**src/rtl/memory_const.sv**
```systemverilog
// -----------------------------------------------------------------------------
// memory_const
// Shared encodings for the memory arbiter slice.
//   - Requester command codes (3 bits per port). Only READ and WRITE are
//     requests; NOP and every unused code are ignored by the arbiter.
//   - Arbiter FSM state encoding.
//   - cmd_is_pending(): decides whether a command code asks for service.
// -----------------------------------------------------------------------------
package memory_const;

  localparam int CMD_W = 3;

  typedef enum logic [CMD_W-1:0] {
    MEMORY_CMD_NOP   = 3'd0,
    MEMORY_CMD_READ  = 3'd1,
    MEMORY_CMD_WRITE = 3'd2
  } memory_cmd_e;

  typedef enum logic [1:0] {
    ST_IDLE      = 2'd0,
    ST_ISSUE     = 2'd1,
    ST_WAIT_READ = 2'd2
  } arb_state_e;

  function automatic logic cmd_is_pending(input logic [CMD_W-1:0] cmd);
    return (cmd == MEMORY_CMD_READ) || (cmd == MEMORY_CMD_WRITE);
  endfunction

endpackage

```
**src/rtl/rr_arbiter.sv**
```systemverilog
// -----------------------------------------------------------------------------
// rr_arbiter
// Combinational round-robin selector. Searches upward from last_grant_i+1
// (wrapping modulo N) and picks the first pending requester.
// Ports:
//   pending_i    [N]      request vector
//   last_grant_i [IDX_W]  index of the most recently granted port
//   grant_o      [N]      one-hot grant (all zero when nothing pending)
//   grant_idx_o  [IDX_W]  index of the granted port
//   any_o                 at least one port pending
// -----------------------------------------------------------------------------
module rr_arbiter #(
  parameter int N     = 2,
  parameter int IDX_W = (N > 1) ? $clog2(N) : 1
) (
  input  logic [N-1:0]     pending_i,
  input  logic [IDX_W-1:0] last_grant_i,
  output logic [N-1:0]     grant_o,
  output logic [IDX_W-1:0] grant_idx_o,
  output logic             any_o
);

  int cand;

  // The first hit wins; later candidates are masked by any_o.
  always_comb begin
    grant_o     = '0;
    grant_idx_o = '0;
    any_o       = 1'b0;
    cand        = 0;
    for (int k = 1; k <= N; k++) begin
      cand = (int'(last_grant_i) + k) % N;
      if (!any_o && pending_i[IDX_W'(cand)]) begin
        any_o                 = 1'b1;
        grant_o[IDX_W'(cand)] = 1'b1;
        grant_idx_o           = IDX_W'(cand);
      end
    end
  end

endmodule

```
**src/rtl/memory_arbiter.sv**
```systemverilog
// -----------------------------------------------------------------------------
// memory_arbiter
// Round-robin arbiter letting NPORTS requesters share one memory command
// channel, with exactly one command in flight.
// Ports:
//   clk, rst                  clock, synchronous active-high reset
//   req_cmd/addr/wdata/wmask  packed per-port command fields (port p at slice p)
//   req_ready                 one-hot acceptance strobe (combinational, IDLE only)
//   resp_valid                one-hot completion pulse
//   resp_rdata                shared read data, qualified by resp_valid
//   mem_cmd_start/write/ready memory command handshake
//   mem_addr/wdata/wmask      captured command fields toward memory
//   mem_rdata/mem_rdata_valid read return, honoured only in WAIT_READ
// -----------------------------------------------------------------------------
module memory_arbiter
  import memory_const::*;
#(
  parameter int NPORTS = 2,
  parameter int ADDR_W = 32,
  parameter int DATA_W = 32
) (
  input  logic                     clk,
  input  logic                     rst,
  input  logic [NPORTS*CMD_W-1:0]  req_cmd,
  input  logic [NPORTS*ADDR_W-1:0] req_addr,
  input  logic [NPORTS*DATA_W-1:0] req_wdata,
  input  logic [NPORTS*DATA_W-1:0] req_wmask,
  output logic [NPORTS-1:0]        req_ready,
  output logic [NPORTS-1:0]        resp_valid,
  output logic [DATA_W-1:0]        resp_rdata,
  output logic                     mem_cmd_start,
  output logic                     mem_cmd_write,
  input  logic                     mem_cmd_ready,
  output logic [ADDR_W-1:0]        mem_addr,
  output logic [DATA_W-1:0]        mem_wdata,
  output logic [DATA_W-1:0]        mem_wmask,
  input  logic [DATA_W-1:0]        mem_rdata,
  input  logic                     mem_rdata_valid
);

  localparam int IDX_W = (NPORTS > 1) ? $clog2(NPORTS) : 1;

  arb_state_e         state_q, state_d;
  logic [IDX_W-1:0]   last_grant_q;
  logic [NPORTS-1:0]  owner_q;          // one-hot port owning the in-flight command
  logic               write_q;
  logic [ADDR_W-1:0]  addr_q;
  logic [DATA_W-1:0]  wdata_q;
  logic [DATA_W-1:0]  wmask_q;
  logic [NPORTS-1:0]  resp_valid_q, resp_valid_d;
  logic [DATA_W-1:0]  rdata_q;

  logic [NPORTS-1:0]  pending;
  logic [NPORTS-1:0]  grant;
  logic [IDX_W-1:0]   grant_idx;
  logic               grant_any;
  logic               accept;
  logic               rdata_take;
  logic [CMD_W-1:0]   sel_cmd;

  for (genvar gi = 0; gi < NPORTS; gi++) begin : g_pending
    assign pending[gi] = cmd_is_pending(req_cmd[gi*CMD_W +: CMD_W]);
  end

  rr_arbiter #(
    .N     (NPORTS),
    .IDX_W (IDX_W)
  ) u_rr (
    .pending_i    (pending),
    .last_grant_i (last_grant_q),
    .grant_o      (grant),
    .grant_idx_o  (grant_idx),
    .any_o        (grant_any)
  );

  assign sel_cmd = req_cmd[int'(grant_idx)*CMD_W +: CMD_W];

  always_comb begin
    state_d       = state_q;
    resp_valid_d  = '0;
    req_ready     = '0;
    mem_cmd_start = 1'b0;
    accept        = 1'b0;
    rdata_take    = 1'b0;
    case (state_q)
      ST_IDLE: begin
        if (grant_any) begin
          req_ready = grant;
          accept    = 1'b1;
          state_d   = ST_ISSUE;
        end
      end
      ST_ISSUE: begin
        if (mem_cmd_ready) begin
          mem_cmd_start = 1'b1;
          if (write_q) begin
            // Writes are acknowledged as soon as memory takes the command.
            resp_valid_d = owner_q;
            state_d      = ST_IDLE;
          end else begin
            state_d = ST_WAIT_READ;
          end
        end
      end
      ST_WAIT_READ: begin
        if (mem_rdata_valid) begin
          rdata_take   = 1'b1;
          resp_valid_d = owner_q;
          state_d      = ST_IDLE;
        end
      end
      default: state_d = ST_IDLE;
    endcase
    // Strobes must stay quiet while reset is held, even if the state
    // register still holds a pre-reset value this cycle.
    if (rst) begin
      req_ready     = '0;
      mem_cmd_start = 1'b0;
      accept        = 1'b0;
      rdata_take    = 1'b0;
    end
  end

  always_ff @(posedge clk) begin
    if (rst) begin
      state_q      <= ST_IDLE;
      last_grant_q <= IDX_W'(NPORTS - 1);  // port 0 searched first
      owner_q      <= '0;
      write_q      <= 1'b0;
      addr_q       <= '0;
      wdata_q      <= '0;
      wmask_q      <= '0;
      resp_valid_q <= '0;
      rdata_q      <= '0;
    end else begin
      state_q      <= state_d;
      resp_valid_q <= resp_valid_d;
      if (accept) begin
        last_grant_q <= grant_idx;
        owner_q      <= grant;
        write_q      <= (sel_cmd == MEMORY_CMD_WRITE);
        addr_q       <= req_addr[int'(grant_idx)*ADDR_W +: ADDR_W];
        wdata_q      <= req_wdata[int'(grant_idx)*DATA_W +: DATA_W];
        wmask_q      <= req_wmask[int'(grant_idx)*DATA_W +: DATA_W];
      end
      if (rdata_take) begin
        rdata_q <= mem_rdata;
      end
    end
  end

  assign resp_valid    = resp_valid_q;
  assign resp_rdata    = rdata_q;
  assign mem_cmd_write = write_q;
  assign mem_addr      = addr_q;
  assign mem_wdata     = wdata_q;
  assign mem_wmask     = wmask_q;

endmodule

```
**config.mk**
```make
export PLATFORM = sky130hd
export DESIGN_NAME = memory_arbiter
export DESIGN_NICKNAME = d
export VERILOG_FILES = /design/src/rtl/memory_const.sv /design/src/rtl/rr_arbiter.sv /design/src/rtl/memory_arbiter.sv
export SDC_FILE = /design/constraint.sdc
export NUM_CORES = 1
export LEC_CHECK = 0
export CORE_AREA = 2 2 143 145
export DETAILED_ROUTE_END_ITERATION = 10
export DIE_AREA = 0 0 145 147
export GPL_TIMING_DRIVEN = 0
export PLACE_DENSITY = 0.61
export RECOVER_POWER = 100
export SETUP_SLACK_MARGIN = 0.3
export SLEW_MARGIN = 5
export SYNTH_ARGS = -nofsm -noshare
export SYNTH_HDL_FRONTEND = slang
export SYNTH_SLANG_ARGS = --single-unit
```
**constraint.sdc**
```tcl
create_clock -name clk -period 2.6 [get_ports clk]
set_input_delay 0.26 -clock clk [delete_from_list [all_inputs] [get_ports clk]]
set_output_delay 0.26 -clock clk [all_outputs]
set_load 0.05 [all_outputs]
```
* After elaboration in Yosys (flattened, before gate mapping)
Cells that the tools add are included. W data, S select, Z words.
Storage, ports and cells: register bits 136, logic and storage cells 71, output and inout port bits 134
Operators by class: bitwise gates (word level) 1, shift-type cells 4, reductions and logical operators 7, order comparisons 4, eq/ne operators 8, muxes and demuxes 35, multiply operators 1, $add $sub $neg 2
Operators by type and width (count):
- $shiftx A64 B7 Y32 | 3
- $mux W2 | 12
- $mux W1 | 19
- $eq A3 B2 Y1 const B | 2
- $lt A1 B3 Y1 const B | 2
- $ne A2 B2 Y1 const B | 3
- $pmux W2 S3 | 1
- $shiftx A6 B4 Y3 | 1
- $pmux W2 S2 | 1
- $eq A3 B1 Y1 const B | 1
- $logic_and A1 B1 Y1 | 3
- $mul A1 B2 Y3 const B | 1
- $reduce_and A3 Y1 | 1
- $add A1 B1 Y1 const B | 2
- $demux W1 S1 | 2
- $eq A2 B1 Y1 const B | 1
- $eq A2 B2 Y1 const B | 1
- $ge A1 B1 Y1 const B | 2
- $logic_not A2 Y1 | 1
- $or A2 B2 Y2 | 1
- $logic_not A1 Y1 | 1
- $logic_or A1 B1 Y1 | 1

* Depth between registers and ports, before layout
word-level depth 11, gate-level depth with buffers 9

* By module
Synthesis repeated with hierarchy kept, for this count alone.
Unflattened totals: cell total of the unflattened synthesis 615, area total of the unflattened synthesis 5604.1 um2
By module, submodules not included:
- memory_arbiter | cells an instance 610, seq. area each 2722.6 um2, area each 5569.1 um2, instances 1
- rr_arbiter | cells an instance 5, seq. area each 0.0 um2, area each 35.0 um2, instances 1

* Worst setup path after synthesis
OpenSTA, ideal clock, no wires.
path kind reg-to-reg, start reg state_q[0], end reg wdata_q[10], in the netlist mem_wdata[10], setup slack 0.787 ns, data arrival time 1.753 ns, period minus slack after synthesis 1.813 ns, library setup time 0.059 ns, cell stages (with the launch flop) 10, cell sequence dfxtp_1 -> inv_1 -> ha_1 -> nor2b_1 -> clkbuf_1 -> and4b_1 -> buf_2 -> buf_2 -> a22oi_1 -> nand2_1
On the way: cells in the longest elaborated chain, start to end 3
Ends and longest elaborated chain:
- start, declared | RTL line memory_arbiter.sv:43 | arb_state_e state_q, state_d;
- start signal, assigned | RTL line memory_arbiter.sv:136 | state_q <= state_d;
- $logic_not A2 Y1 | RTL line memory_arbiter.sv:85 | case (state_q)
- $mux W1 | RTL line memory_arbiter.sv:85
- $mux W1 | RTL line memory_arbiter.sv:116 | if (rst) begin
- end signal, assigned | RTL line memory_arbiter.sv:143 | wdata_q <= req_wdata[int'(grant_idx)*DATA_W +: DATA_W];
- end, declared | RTL line memory_arbiter.sv:48 | logic [DATA_W-1:0] wdata_q;
Every way passes these cells. A chain may end at the register's enable or synchronous reset.

* Final worst setup path
start reg state_q[0], end out req_ready[0]
On the way: cells in the longest elaborated chain, start to end 3
Ends and longest elaborated chain:
- $logic_not A2 Y1 | RTL line memory_arbiter.sv:85
- $mux W2 | RTL line memory_arbiter.sv:85
- $mux W2 | RTL line memory_arbiter.sv:116
- end, declared | RTL line memory_arbiter.sv:28 | output logic [NPORTS-1:0] req_ready,
Every way passes these cells.

==> results by group <==
Placed design
  – I/O Buffers: 365
  – Half-perimeter wire length after placement: 15,700 µm
  – GP Congestion: 0.808

Drt
  – Wire length per cell: 15.7 µm
  – M1 wire length: 8370 µm
  – Vias: 5,632
  – Post-route ant nets: 0
  – DR WL met3: 1460 µm
  – Routed wl met2: 9850 µm
  – DRT Pass-1 Iters: 4
  – Top Layer Used: met4
  – Final wirelength: 20,100 µm
  – Via/cell ratio: 4.40
  – DRC viols: 0
  – DRT iter0 DRCs: 183

Setup path
  – Worst Path Arrival: 1.96 ns
  – CP endpoint kind: primary output
  – CP Data Required Time: 2.34 ns
  – Setup CP Type: reg -> out
  – Crit start category: flip-flop
  – Crit path max fanout: 10

Die
  – Initial core utilization: 0.261
  – Die W: 145 µm
  – Die ar.: 21,300 µm²
  – Core Footprint: 19,800 µm²
  – Die H: 147 µm
  – Number of top-level pins: 368
  – Row Count: 52

Clock tree
  – CTS Sinks: 135
  – Htree depth: 4
  – Total CTS buffers: 17
  – CTS tree: built
  – Reg clk slew, reported paths: 0.06 ns
  – # hold bufs at CTS: 0
  – Root buffer cell: clkbuf_16
  – Clock tree buffer depth: 2
  – Clock Latency Late Sink: 0.41 ns

Global route
  – First-pass GRT wire length: 30,800 µm
  – Largest net degree at the start of global routing: 17
  – Vias in the first global route: 5,533
  – Initial antenna violation count: 0
  – Total global routing overflow: 0
  – Total track usage: 0.186

Power
  – Switching share of power: 0.346
  – Sequential power share: 0.346
  – Pwr Density: 711 nW/µm²
  – Sw Pwr: 2.42 mW
  – Logic gate share of total power: 0.302
  – Worst VDD drop: 0.401 mV
  – Clock power frac: 0.352
  – Lkg Pwr: 4.36 nW
  – Internal Power: 4.57 mW
  – Tot Pwr: 6.98 mW

Synthesis
  – Register bit total from synthesis: 135
  – Sequential share of the synthesized area: 0.522
  – Avg Cell Area, Syn: 8.51 µm²
  – Cells after Synth: 608
  – Mapped Area: 5170 µm²
  – Synthesis warning total: 0
  – Post-synth cell types: 32

Timing
  – Worst-Margin Slew: 0.655 ns
  – Min Tclk post-route: 2.22 ns
  – Tcrit/Tclk final: 0.852
  – Worst Clk Skew: 0.00569 ns
  – Count of final max-slew check failures: 0
  – Sum Neg Setup Slack: 0 ns
  – Fin. Hold Viols: 0
  – Slew headroom: 0.562
  – RSZ-0062 raised after global routing: no
  – F_max: 451 MHz
  – Count of final setup violators: 0
  – WHS: 0.393 ns

Worst hold path
  – Worst hold path class: in -> reg

Layout
  – N_diodes: 0
  – Area grow syn2layout: 89.8%
  – NumNets Final: 1,235
  – Share of cells above drive strength 1: 0.0545
  – Fin util: 0.495

Run status
  – Status: complete, no violations

Job
  – Maxcap violations: 0
[worst max-delay path, stage by stage, from the launching register on]
cell	delay, ns
dfxtp_1	0.31
inv_1	0.14
ha_1	0.18
nor2b_1	0.13
buf_4	0.16
and4b_1	0.21
buf_6	0.12
buf_8	0.14
buf_6	0.17
[stage by stage]
stage / std cells / area [µm²] / worst slack (ns)
after floorplan: 609 / 5180 / 0.787
after detailed placement: 1244 / 9170 / -0.541
after CTS: 1278 / 9800 / 0.156
final: 1280 / 9820 / 0.384
after global routing: 1280 / 9820 / 0.215
after global placement: 1244 / 9170 / -0.514
[sequential cells by signal, summed over array words and instances, names as in the netlist]
signal,flops
state_q,2
owner_q,1
resp_rdata,32
mem_wmask,32
mem_addr,32
mem_cmd_write,1
resp_valid,2
last_grant_q,1
mem_wdata,32
[final cells by class]
type,instances,area (µm²)
clock buffer,18,439
sequential,135,2700
multi-input combinational,427,2280
tap,270,338
clock inverter,14,164
inverter,2,7.51
fill,1946,10000
buffer,45,210
timing repair buffer,369,3680
[power groups by stage]
| stage | registers, mW | logic (mW) | clock network [mW] |
|---|---|---|---|
| after floorplan | 3.21 | 0.457 | 0 |
| after global placement | 2.46 | 2.18 | 0 |
| after detailed placement | 2.47 | 2.18 | 0 |
| after CTS | 2.42 | 2.19 | 2.54 |
| after global routing | 2.44 | 2.24 | 2.63 |
| final | 2.41 | 2.11 | 2.46 |
[synthesized netlist by cell type]
master,n,area share
nor2b_1,3,0.0036
nand2b_1,2,0.0024
o21bai_1,1,0.0015
nor3b_1,2,0.0029
nand3b_1,18,0.026
xnor2_1,1,0.0017
nand4_1,1,0.0012
inv_1,2,0.0015
and2_1,1,0.0012
and4b_1,1,0.0019
nor3_1,3,0.0029
clkbuf_1,29,0.021
o31ai_1,2,0.0029
conb_1,1,0.00072
buf_2,11,0.011
a21o_1,1,0.0015
nand3_1,1,0.00097
nand2_1,225,0.16
nand2_2,1,0.0012
buf_4,2,0.0029
a21oi_1,35,0.034
buf_1,3,0.0022
xor2_2,1,0.0031
nor4b_4,1,0.0046
nor2_1,2,0.0015
a22oi_1,79,0.11
o21ai_0,19,0.018
a31oi_1,2,0.0024
mux2i_1,17,0.033
ha_1,4,0.0097
and3_1,2,0.0024
dfxtp_1,135,0.52
[kinds of logic after synthesis]
family / after synthesis / share of synthesized area
flip-flops: 135 / 0.522
buffers and inverters: 47 / 0.0382
adder cells (fa/ha/maj): 4 / 0.00967
other: 1 / 0.000725
multiplexers: 17 / 0.0329
XOR/XNOR: 2 / 0.00484
AND/OR/NAND/NOR: 263 / 0.216
AO/OA/AOI/OAI: 139 / 0.175
[metal layers]
metal,up-vias,global-route usage
li1,2856,-
met1,2520,0.215
met2,230,0.325
met3,26,0.0661
met4,0,0.0515
met5,-,0
[what timing repair did]
action	4_1_cts	5_1_grt
endpoints found under the setup margin	82	34
resized for setup	12	8
buffers inserted	2	2
[cell usage in the layout, fill, tap and decap left out, types with 2 or more instances in the layout]
master           instances
clkinv_4                 2
nand3b_1                18
clkdlybuf4s50_1        231
clkinvlp_4               2
buf_6                    2
dlygate4sd3_1          132
a22oi_1                 79
dfxtp_1                135
nor2_1                   2
nor3b_1                  2
buf_1                    3
ha_1                     4
a21oi_1                 34
nor2b_1                  3
nand2b_1                 2
nand2_1                225
o21ai_0                 19
o31ai_1                  2
a31oi_1                  2
conb_1                   2
inv_6                    5
nor3_1                   3
clkbuf_16               17
inv_8                    2
mux2i_1                 17
buf_4                    6
clkbuf_1                29
and3_1                   2
buf_2                    8
bufinv_16                2
[final timing paths]
path / from / to / slack [ns] / depth (start not counted)
setup / recovery: state_q[0]$_SDFFE_PP0P_ / req_ready[0] / 0.38 / 8
hold / removal: mem_rdata[26] / resp_rdata[26]$_SDFFE_PP0P_ / 0.39 / 3
setup reg to reg: state_q[0]$_SDFFE_PP0P_ / mem_wdata[5]$_SDFFE_PP0P_ / 0.46 / 10
hold reg to reg: mem_addr[1]$_SDFFE_PP0P_ / mem_addr[1]$_SDFFE_PP0P_ / 0.43 / 2
Power figures use the tool's default switching activity.
